## src/rtl/scie_pkg.sv

```systemverilog
// ----------------------------------------------------------------------------
// scie_pkg
//   Shared constants and types for the SCIE complex-FIR command path. The
//   opcode values are also used by the SCIE decode, so they live here rather
//   than inside the driver.
//
//   Contents:
//     SCIE_DATA_W  default operand/result width (signed Q16.16)
//     LOAD_RE      instruction word that loads a tap real part
//     LOAD_IM      instruction word that loads a tap imaginary part
//     COMPUTE      instruction word that runs the FIR over the loaded taps
//     drv_state_t  driver sequencer states
// ----------------------------------------------------------------------------
package scie_pkg;

   localparam int SCIE_DATA_W = 32;

   localparam logic [31:0] LOAD_RE = 32'h0000_000B;
   localparam logic [31:0] LOAD_IM = 32'h0000_002B;
   localparam logic [31:0] COMPUTE = 32'h0000_005B;

   typedef enum logic [2:0] {
      S_IDLE,
      S_ISSUE_RE,
      S_ISSUE_IM,
      S_COMPUTE,
      S_WAIT,
      S_OUT
   } drv_state_t;

endpackage : scie_pkg

```

## src/rtl/scie_fir_driver_if.sv

```systemverilog
// ----------------------------------------------------------------------------
// scie_fir_driver_if
//   Bundles the three streams around the FIR driver: the tap input stream,
//   the instruction stream towards the SCIE unit, and the result output
//   stream.
//
//   Signals:
//     in_valid / in_ready       tap pair handshake
//     in_re / in_im             signed tap real / imaginary part
//     scie_insn                 instruction word to the SCIE unit
//     scie_rs1                  operand value
//     scie_rs2                  tap index, zero-extended
//     scie_valid                instruction valid
//     scie_rd                   SCIE result
//     out_valid / out_ready     result handshake
//     out_data                  captured FIR result
//
//   Modports:
//     master  the driver side (drives in_ready, scie_* commands, out_*)
//     slave   the environment side (tap source, SCIE unit, result sink)
// ----------------------------------------------------------------------------
interface scie_fir_driver_if
   import scie_pkg::*;
#(
   parameter int DATA_W = SCIE_DATA_W
) ();

   logic                     in_valid;
   logic                     in_ready;
   logic signed [DATA_W-1:0] in_re;
   logic signed [DATA_W-1:0] in_im;

   logic [31:0]              scie_insn;
   logic [DATA_W-1:0]        scie_rs1;
   logic [31:0]              scie_rs2;
   logic                     scie_valid;
   logic [DATA_W-1:0]        scie_rd;

   logic                     out_valid;
   logic                     out_ready;
   logic [DATA_W-1:0]        out_data;

   modport master (
      input  in_valid, in_re, in_im, scie_rd, out_ready,
      output in_ready, scie_insn, scie_rs1, scie_rs2, scie_valid,
             out_valid, out_data
   );

   modport slave (
      output in_valid, in_re, in_im, scie_rd, out_ready,
      input  in_ready, scie_insn, scie_rs1, scie_rs2, scie_valid,
             out_valid, out_data
   );

endinterface : scie_fir_driver_if

```

## src/rtl/scie_fir_driver.sv

```systemverilog
// ----------------------------------------------------------------------------
// scie_fir_driver
//   Command-side sequencer for the SCIE complex-FIR unit. Accepts TAPS complex
//   tap pairs, loads each one into the unit as a LOAD_RE / LOAD_IM instruction
//   pair carrying the tap index, then issues COMPUTE, captures scie_rd
//   RESULT_LAT cycles after the compute issue and offers it on the output
//   stream until taken.
//
//   Parameters:
//     TAPS        complex tap pairs per job (>= 1)
//     DATA_W      operand / result width
//     RESULT_LAT  cycles from compute issue to scie_rd valid (>= 1)
//
//   Ports:
//     clock   rising-edge clock
//     reset   asynchronous, active-high reset
//     bus     scie_fir_driver_if.master (tap input, SCIE command, result out)
// ----------------------------------------------------------------------------
module scie_fir_driver
   import scie_pkg::*;
#(
   parameter int TAPS       = 5,
   parameter int DATA_W     = SCIE_DATA_W,
   parameter int RESULT_LAT = 1
) (
   input  logic               clock,
   input  logic               reset,
   scie_fir_driver_if.master  bus
);

   localparam int IDX_W = (TAPS > 1) ? $clog2(TAPS) : 1;
   localparam int CNT_W = (RESULT_LAT > 1) ? $clog2(RESULT_LAT) : 1;

   localparam logic [IDX_W-1:0] LAST_IDX  = IDX_W'(TAPS - 1);
   localparam logic [CNT_W-1:0] WAIT_LOAD = CNT_W'(RESULT_LAT - 1);

   drv_state_t        state_q,      state_d;
   logic [IDX_W-1:0]  idx_q,        idx_d;
   logic [CNT_W-1:0]  cnt_q,        cnt_d;
   logic [DATA_W-1:0] re_q,         re_d;
   logic [DATA_W-1:0] im_q,         im_d;
   logic [31:0]       insn_q,       insn_d;
   logic [DATA_W-1:0] rs1_q,        rs1_d;
   logic [31:0]       rs2_q,        rs2_d;
   logic              scie_valid_q, scie_valid_d;
   logic              out_valid_q,  out_valid_d;
   logic [DATA_W-1:0] out_data_q,   out_data_d;

   // --------------------------------------------------------------------------
   // Next-state and output decode.
   // The scie_* and out_* outputs are registers, so each instruction is set up
   // on the transition INTO the state that presents it: the LOAD_RE word is
   // loaded on the accept edge, LOAD_IM on the edge into ISSUE_IM, and so on.
   // --------------------------------------------------------------------------
   always_comb begin
      // NOTE: every signal gets a default before the case so that no path
      // leaves one unassigned; an unassigned path would infer a latch.
      state_d      = state_q;
      idx_d        = idx_q;
      cnt_d        = cnt_q;
      re_d         = re_q;
      im_d         = im_q;
      insn_d       = insn_q;
      rs1_d        = rs1_q;
      rs2_d        = rs2_q;
      scie_valid_d = 1'b0;
      out_valid_d  = out_valid_q;
      out_data_d   = out_data_q;

      unique case (state_q)
         S_IDLE: begin
            // in_ready is the IDLE decode, so in_valid alone means accept.
            if (bus.in_valid) begin
               re_d         = bus.in_re;
               im_d         = bus.in_im;
               scie_valid_d = 1'b1;
               insn_d       = LOAD_RE;
               rs1_d        = bus.in_re;
               rs2_d        = 32'(idx_q);
               state_d      = S_ISSUE_RE;
            end
         end

         S_ISSUE_RE: begin
            scie_valid_d = 1'b1;
            insn_d       = LOAD_IM;
            rs1_d        = im_q;
            state_d      = S_ISSUE_IM;
         end

         S_ISSUE_IM: begin
            if (idx_q == LAST_IDX) begin
               // COMPUTE keeps rs1/rs2 at the last LOAD_IM operands.
               scie_valid_d = 1'b1;
               insn_d       = COMPUTE;
               state_d      = S_COMPUTE;
            end else begin
               idx_d   = idx_q + 1'b1;
               state_d = S_IDLE;
            end
         end

         S_COMPUTE: begin
            cnt_d   = WAIT_LOAD;
            state_d = S_WAIT;
         end

         S_WAIT: begin
            if (cnt_q == '0) begin
               out_data_d  = bus.scie_rd;
               out_valid_d = 1'b1;
               state_d     = S_OUT;
            end else begin
               cnt_d = cnt_q - 1'b1;
            end
         end

         S_OUT: begin
            // out_ready is only looked at while OUT is the current state, so a
            // consumer that is already ready when OUT is entered takes the
            // result one edge later.
            if (bus.out_ready) begin
               out_valid_d = 1'b0;
               idx_d       = '0;
               state_d     = S_IDLE;
            end
         end

         default: begin
            state_d = S_IDLE;
         end
      endcase
   end

   // --------------------------------------------------------------------------
   // State and output registers. Reset abandons any partially loaded job.
   // --------------------------------------------------------------------------
   always_ff @(posedge clock or posedge reset) begin
      if (reset) begin
         state_q      <= S_IDLE;
         idx_q        <= '0;
         cnt_q        <= '0;
         re_q         <= '0;
         im_q         <= '0;
         insn_q       <= '0;
         rs1_q        <= '0;
         rs2_q        <= '0;
         scie_valid_q <= 1'b0;
         out_valid_q  <= 1'b0;
         out_data_q   <= '0;
      end else begin
         // NOTE: non-blocking assignments so every register samples the values
         // from before this edge, independent of statement order.
         state_q      <= state_d;
         idx_q        <= idx_d;
         cnt_q        <= cnt_d;
         re_q         <= re_d;
         im_q         <= im_d;
         insn_q       <= insn_d;
         rs1_q        <= rs1_d;
         rs2_q        <= rs2_d;
         scie_valid_q <= scie_valid_d;
         out_valid_q  <= out_valid_d;
         out_data_q   <= out_data_d;
      end
   end

   assign bus.in_ready   = (state_q == S_IDLE);
   assign bus.scie_insn  = insn_q;
   assign bus.scie_rs1   = rs1_q;
   assign bus.scie_rs2   = rs2_q;
   assign bus.scie_valid = scie_valid_q;
   assign bus.out_valid  = out_valid_q;
   assign bus.out_data   = out_data_q;

endmodule : scie_fir_driver

```

## src/flat_wrapper.sv

```systemverilog
// flat-port wrapper written by rule: the top's interface ports become plain ports
module scie_fir_driver_flat import scie_pkg::*;
#(
   parameter int TAPS       = 5,
   parameter int DATA_W     = SCIE_DATA_W,
   parameter int RESULT_LAT = 1
)
  (clock, reset, bus_in_valid, bus_in_re, bus_in_im, bus_scie_rd, bus_out_ready, bus_in_ready, bus_scie_insn, bus_scie_rs1, bus_scie_rs2, bus_scie_valid, bus_out_valid, bus_out_data);
  scie_fir_driver_if #(.DATA_W(DATA_W)) bus_i ();
  input  logic clock;
  input  logic reset;
  input wire logic [$bits(bus_i.in_valid)-1:0] bus_in_valid;
  input wire logic [$bits(bus_i.in_re)-1:0] bus_in_re;
  input wire logic [$bits(bus_i.in_im)-1:0] bus_in_im;
  input wire logic [$bits(bus_i.scie_rd)-1:0] bus_scie_rd;
  input wire logic [$bits(bus_i.out_ready)-1:0] bus_out_ready;
  output wire logic [$bits(bus_i.in_ready)-1:0] bus_in_ready;
  output wire logic [$bits(bus_i.scie_insn)-1:0] bus_scie_insn;
  output wire logic [$bits(bus_i.scie_rs1)-1:0] bus_scie_rs1;
  output wire logic [$bits(bus_i.scie_rs2)-1:0] bus_scie_rs2;
  output wire logic [$bits(bus_i.scie_valid)-1:0] bus_scie_valid;
  output wire logic [$bits(bus_i.out_valid)-1:0] bus_out_valid;
  output wire logic [$bits(bus_i.out_data)-1:0] bus_out_data;
  assign bus_i.in_valid = bus_in_valid;
  assign bus_i.in_re = bus_in_re;
  assign bus_i.in_im = bus_in_im;
  assign bus_i.scie_rd = bus_scie_rd;
  assign bus_i.out_ready = bus_out_ready;
  assign bus_in_ready = bus_i.in_ready;
  assign bus_scie_insn = bus_i.scie_insn;
  assign bus_scie_rs1 = bus_i.scie_rs1;
  assign bus_scie_rs2 = bus_i.scie_rs2;
  assign bus_scie_valid = bus_i.scie_valid;
  assign bus_out_valid = bus_i.out_valid;
  assign bus_out_data = bus_i.out_data;
  scie_fir_driver #(.TAPS(TAPS), .DATA_W(DATA_W), .RESULT_LAT(RESULT_LAT)) u_core (.clock(clock), .reset(reset), .bus(bus_i));
endmodule
```

## config.mk

```make
export PLATFORM = sky130hd
export DESIGN_NAME = scie_fir_driver_flat
export DESIGN_NICKNAME = d
export VERILOG_FILES = /design/src/rtl/scie_pkg.sv /design/src/rtl/scie_fir_driver_if.sv /design/src/rtl/scie_fir_driver.sv /design/src/flat_wrapper.sv
export SDC_FILE = /design/constraint.sdc
export NUM_CORES = 1
export LEC_CHECK = 0
export BUFFER_PORTS_ARGS = -buffer_cell sky130_fd_sc_hd__clkbuf_2
export CAP_MARGIN = 5
export CELL_PAD_IN_SITES_DETAIL_PLACEMENT = 0
export CELL_PAD_IN_SITES_GLOBAL_PLACEMENT = 1
export CORE_UTILIZATION = 32
export DETAILED_ROUTE_END_ITERATION = 7
export HOLD_SLACK_MARGIN = 0.08
export PLACE_DENSITY_LB_ADDON = 0.1
export SYNTH_ARGS = -nofsm -noshare
export SYNTH_HDL_FRONTEND = slang
export SYNTH_SLANG_ARGS = --single-unit
export TNS_END_PERCENT = 100
```

## constraint.sdc

```tcl
create_clock -name clock -period 3.7 [get_ports clock]
set_clock_uncertainty 0.05 [all_clocks]
set_input_delay 0.555 -clock clock [delete_from_list [all_inputs] [get_ports clock]]
set_output_delay 0.555 -clock clock [all_outputs]
set_load 0.05 [all_outputs]
```

# After elaboration in Yosys (flattened, before gate mapping)
# Index checks and enable logic that the tools add are counted.
# word_totals
reg_bits	140
out_inout_bits	131
# classes
n_mux	20
eq_ne	11
n_addsub	2
n_bitwise	1
n_reduce_logical	13
# op_table
operator	n
$mux 32	3
$pmux 32 s3	1
$pmux 32 s2	1
$pmux 3 s6	1
$mux 3	4
$reduce_and 3->1	4
$eq 3x3->1 const B	3
$ne 2x2->1 const B	4
$reduce_bool 2->1	4
$eq 3x2->1 const B	2
$pmux 3 s2	1
$reduce_and 2->1	3
$mux 1	5
$pmux 1 s2	2
$add 3x1->3 const B	1
$eq 3x1->1 const B	1
$logic_not 3->1	1
$pmux 1 s3	1
$reduce_bool 3->1	1
$mux 2	1
$ne 2x1->1 const B	1
$not 1->1	1
$sub 1x1->1 const B	1

# Longest topological paths before layout
# logic_depth
ltp_word	3
ltp_mapped	6
depth_no_buf	5

# Least setup slack after synthesis
# No wires, ideal clock.
# synth_path
path_type	register to output
from	register u_core.state_q[0]
to	output port bus_in_ready
required_ps	3095
path_buffers	1
t_arrival_ps	1702
stages_incl_launch_ff	3
path_slack_ps	1393
path_cell_list	dfrtp_1 clkbuf_1 nor3_1
# synth_between
elab_chain_len	1
# synth_lines
element	line	source
from (decl)	scie_fir_driver.sv:37	drv_state_t state_q, state_d;
from (signal assigned)	scie_fir_driver.sv:154	state_q <= state_d;
$logic_not 3->1	scie_fir_driver.sv:168	assign bus.in_ready = (state_q == S_IDLE);
to (decl)	flat_wrapper.sv:17	output wire logic [$bits(bus_i.in_ready)-1:0] bus_in_ready;
# No other way between the ends.

# Worst setup path after layout
# layout_path
from	register u_core.state_q[0]
to	register u_core.rs1_q[20] (netlist: u_core.bus.scie_rs1[20])
# layout_between
elab_chain_len	3
word_cells_on_any_way	6
classes_between	2 x eq/ne; 1 x mux; 3 x reduce/logical
# layout_lines
element	line	source
$eq 3x1->1 or $logic_not 3->1 (tied branches)	scie_fir_driver.sv:70	unique case (state_q)
$reduce_bool 2->1 (no line) or $ne 2x2->1 (tied branches)	-	
$reduce_and 2->1 (no line)	-	
to (signal assigned)	scie_fir_driver.sv:160	rs1_q <= rs1_d;
to (decl)	scie_fir_driver.sv:43	logic [DATA_W-1:0] rs1_q, rs1_d;
# Several ways; a longest one is shown, not always the timed one.
# A chain may end at the register's enable or synchronous reset.

==> results.md <==
* Clock sink count at 110
* PD cells at 1100 nW/um2
* Hold Buf Count CTS at 0
* TritonCTS clock tree: yes
* Top Usage Layer GRT: met2
* Die area at 16,000 um2
* Comb power frac at 0.511
* Reg clk slew, reported paths at 70 ps
* Final setup vio count at 0
* Vias in the first global route at 3,169
* Root buf cell: clkbuf_16
* Met1 Track Usage GR at 0.176
* R2r setup slk at 1670 ps
* Slew Viols, Final at 0
* Gpl congestion at 0.721
* Syn Inst Count at 394
* Sw power at 3170 uW
* Num ports at 231
* Buffer levels on the longest clock path at 2
* IO buf count at 175
* Post-CTS setup buffers at 0
* Drt pass-1 iters at 4
* CP Max Fanout at 46
* Crit end category: flop
* Unique cell type count in the Yosys netlist at 33
* WL final at 10,100 um
* DR WL/cell at 13.5 um
* Type of the worst setup path: reg2reg
* Largest net degree at the start of global routing at 68
* Core Util, Final at 0.403
* CTS Buf Count at 9
* Vias post-DR at 3,237
* Final #Nets at 661
* Int Pwr at 3520 uW
* Synth Cell Area at 4960 um2
* Area of the core at 15,100 um2
* Overall power at 6690 uW
* GR Util met3 at 0.0489
* Routed Antenna Nets at 0
* Final Cell Area at 6100 um2
* Routed vias/inst at 4.30
* Placement Cell Area at 5760 um2
* Sequential Power Share at 0.324
* Core Rows at 45
* Worst EP required at 3860 ps
* Die W at 126 um
* Grt ovf at 0
* Period minus WS final at 2030 ps
* Proportion of layout cells with a drive suffix above 1 at 0.473
* Layout area overhead at 23.0%
* Slew HR at 0.457
* Hold WC Path Type: in2async
* GRT Util Overall at 0.131
* First-pass GRT wire length at 16,200 um
* Ant. Diodes at 0
* Skew-Pair Late Insertion Delay at 340 ps
* Fmax achieved at 0.492 GHz
* Final HPWL DP at 7110 um
* Clock power share at 0.165
* Post-CTS sizing at 0
* Final hold violation count at 0
* Max Cap Viol at 0
* Startpoint type of the worst setup path: flop
* Critical Path AT at 2190 ps
* Synthesized flop and latch total at 110
* VDD IR max at 534 uV
* Initial antenna violation count at 0
* Slack of the critical path at 1670 ps
* Final Cycle Share at 0.550
* Met2 Usage GRT at 0.185
* H-Tree Depth at 3
* Starting Density at 0.327
* Net Sw Frac at 0.473
* Register area share after synthesis at 0.555
* Post-route setup TNS at 0 ps
* DRC at 0
* Post-placement worst setup slack at 1640 ps
* Run status: complete, no violations
* YS warnings at 0
* Die Height at 126 um
* Pleak at 0.00297 uW
* RSZ-0062 raised after global routing: no
* Syn avg cell area at 12.6 um2
* Slew @ Worst Pin at 815 ps
* Number of DRC markers in iteration 0 at 160
==> flip-flops by register name (all words and copies together) (netlist names) <==
signal / count
u_core.bus.out_valid: 1
u_core.bus.scie_insn: 3
u_core.im_q: 32
u_core.bus.out_data: 32
u_core.bus.scie_rs1: 32
u_core.idx_q: 3
u_core.bus.scie_rs2: 3
u_core.state_q: 3
u_core.bus.scie_valid: 1
==> power by group through the flow <==
stage / sequential [uW] / combinational, uW / clock [uW]
global placement: 2180 / 3430 / 0
finish: 2170 / 3420 / 1100
CTS: 2180 / 3460 / 1140
floorplan: 3470 / 1520 / 0
global route: 2260 / 3640 / 1190
detailed placement: 2190 / 3460 / 0
==> cells by family after synthesis <==
logic type               count (synthesis)  share of synthesized area
flip-flops                             110                      0.555
multiplexers                            99                      0.217
buffers and inverters                   85                      0.120
AND/OR/NAND/NOR                         53                     0.0525
AO/OA/AOI/OAI                           44                     0.0497
adder cells (fa/ha/maj)                  2                    0.00505
other                                    1                   0.000756
==> Yosys cell counts <==
library cell / count / area share
dfrtp_1: 110 / 0.56
mux2_2: 67 / 0.15
buf_4: 62 / 0.094
a21oi_1: 34 / 0.034
nor2_1: 34 / 0.026
mux2i_1: 32 / 0.065
buf_2: 10 / 0.010
inv_1: 6 / 0.0045
nand2_1: 6 / 0.0045
buf_6: 4 / 0.0091
clkbuf_1: 3 / 0.0023
o21ai_0: 3 / 0.0030
ha_1: 2 / 0.0050
nand3_1: 2 / 0.0020
a211o_1: 1 / 0.0018
a21bo_2: 1 / 0.0020
a21o_1: 1 / 0.0015
a2bb2oi_1: 1 / 0.0018
a32o_1: 1 / 0.0020
a32oi_1: 1 / 0.0018
conb_1: 1 / 0.00076
nand2b_1: 1 / 0.0013
nand3b_1: 1 / 0.0015
nand4b_1: 1 / 0.0018
nor2b_1: 1 / 0.0013
nor2b_2: 1 / 0.0018
nor3_1: 1 / 0.0010
nor3b_1: 1 / 0.0015
nor4b_4: 1 / 0.0048
o21bai_1: 1 / 0.0015
or2_2: 1 / 0.0013
or3b_2: 1 / 0.0018
or4bb_1: 1 / 0.0023
==> placed cells by master, fill, tap and decap left out, types with 2 or more instances in the layout <==
master	n
mux2_2	67
ha_1	2
conb_1	55
inv_1	5
nand3_1	2
o21ai_0	3
nor2_1	34
buf_12	2
clkbuf_2	175
bufinv_16	3
clkbuf_1	2
clkbuf_16	9
nand2_1	6
dfrtp_1	110
a21oi_1	34
buf_4	2
mux2i_1	32
nor2b_2	2
==> cell type report <==
type / instances / area [um2]
Clock buffer: 11 / 233
Tap cell: 188 / 235
Fill cell: 1492 / 9050
Inverter: 6 / 25.0
Clock inverter: 5 / 106
Timing Repair Buffer: 179 / 931
Sequential cell: 110 / 2750
Multi-Input combinational cell: 253 / 1820
==> through the flow <==
stage,hold WS [ps],std cells
global placement,415,736
finish,294,752
floorplan,431,448
CTS,330,752
global route,364,752
detailed placement,422,736
==> path summary, 6_finish.rpt <==
| kind | to | startpoint | depth (start not counted) |
|---|---|---|---|
| worst min register to register | u_core.bus.out_valid | u_core.bus.out_valid | 1 |
| worst max-delay path | u_core.bus.scie_rs1[20] | u_core.state_q[0] | 4 |
| max in group asynchronous | u_core.bus.scie_rs1[2] | reset | 3 |
| worst max register to register | u_core.bus.scie_rs1[20] | u_core.state_q[0] | 4 |
| min in group clock | u_core.bus.out_data[21] | bus_scie_rd[21] | 2 |
| worst min-delay path | u_core.im_q[1] | reset | 2 |
==> worst max-delay path: stages (launching register included) <==
cell,delay (ps)
dfrtp_1,580
or3b_2,690
buf_4,350
nor2_1,150
a21oi_1,50
==> layer usage <==
metal | up-vias | wire length [um]
li1 | 1559 | -
met1 | 1521 | 4680
met4 | 0 | 185
met2 | 145 | 4240
met5 | - | 0
met3 | 12 | 1010
Power figures use the tool's default switching activity.
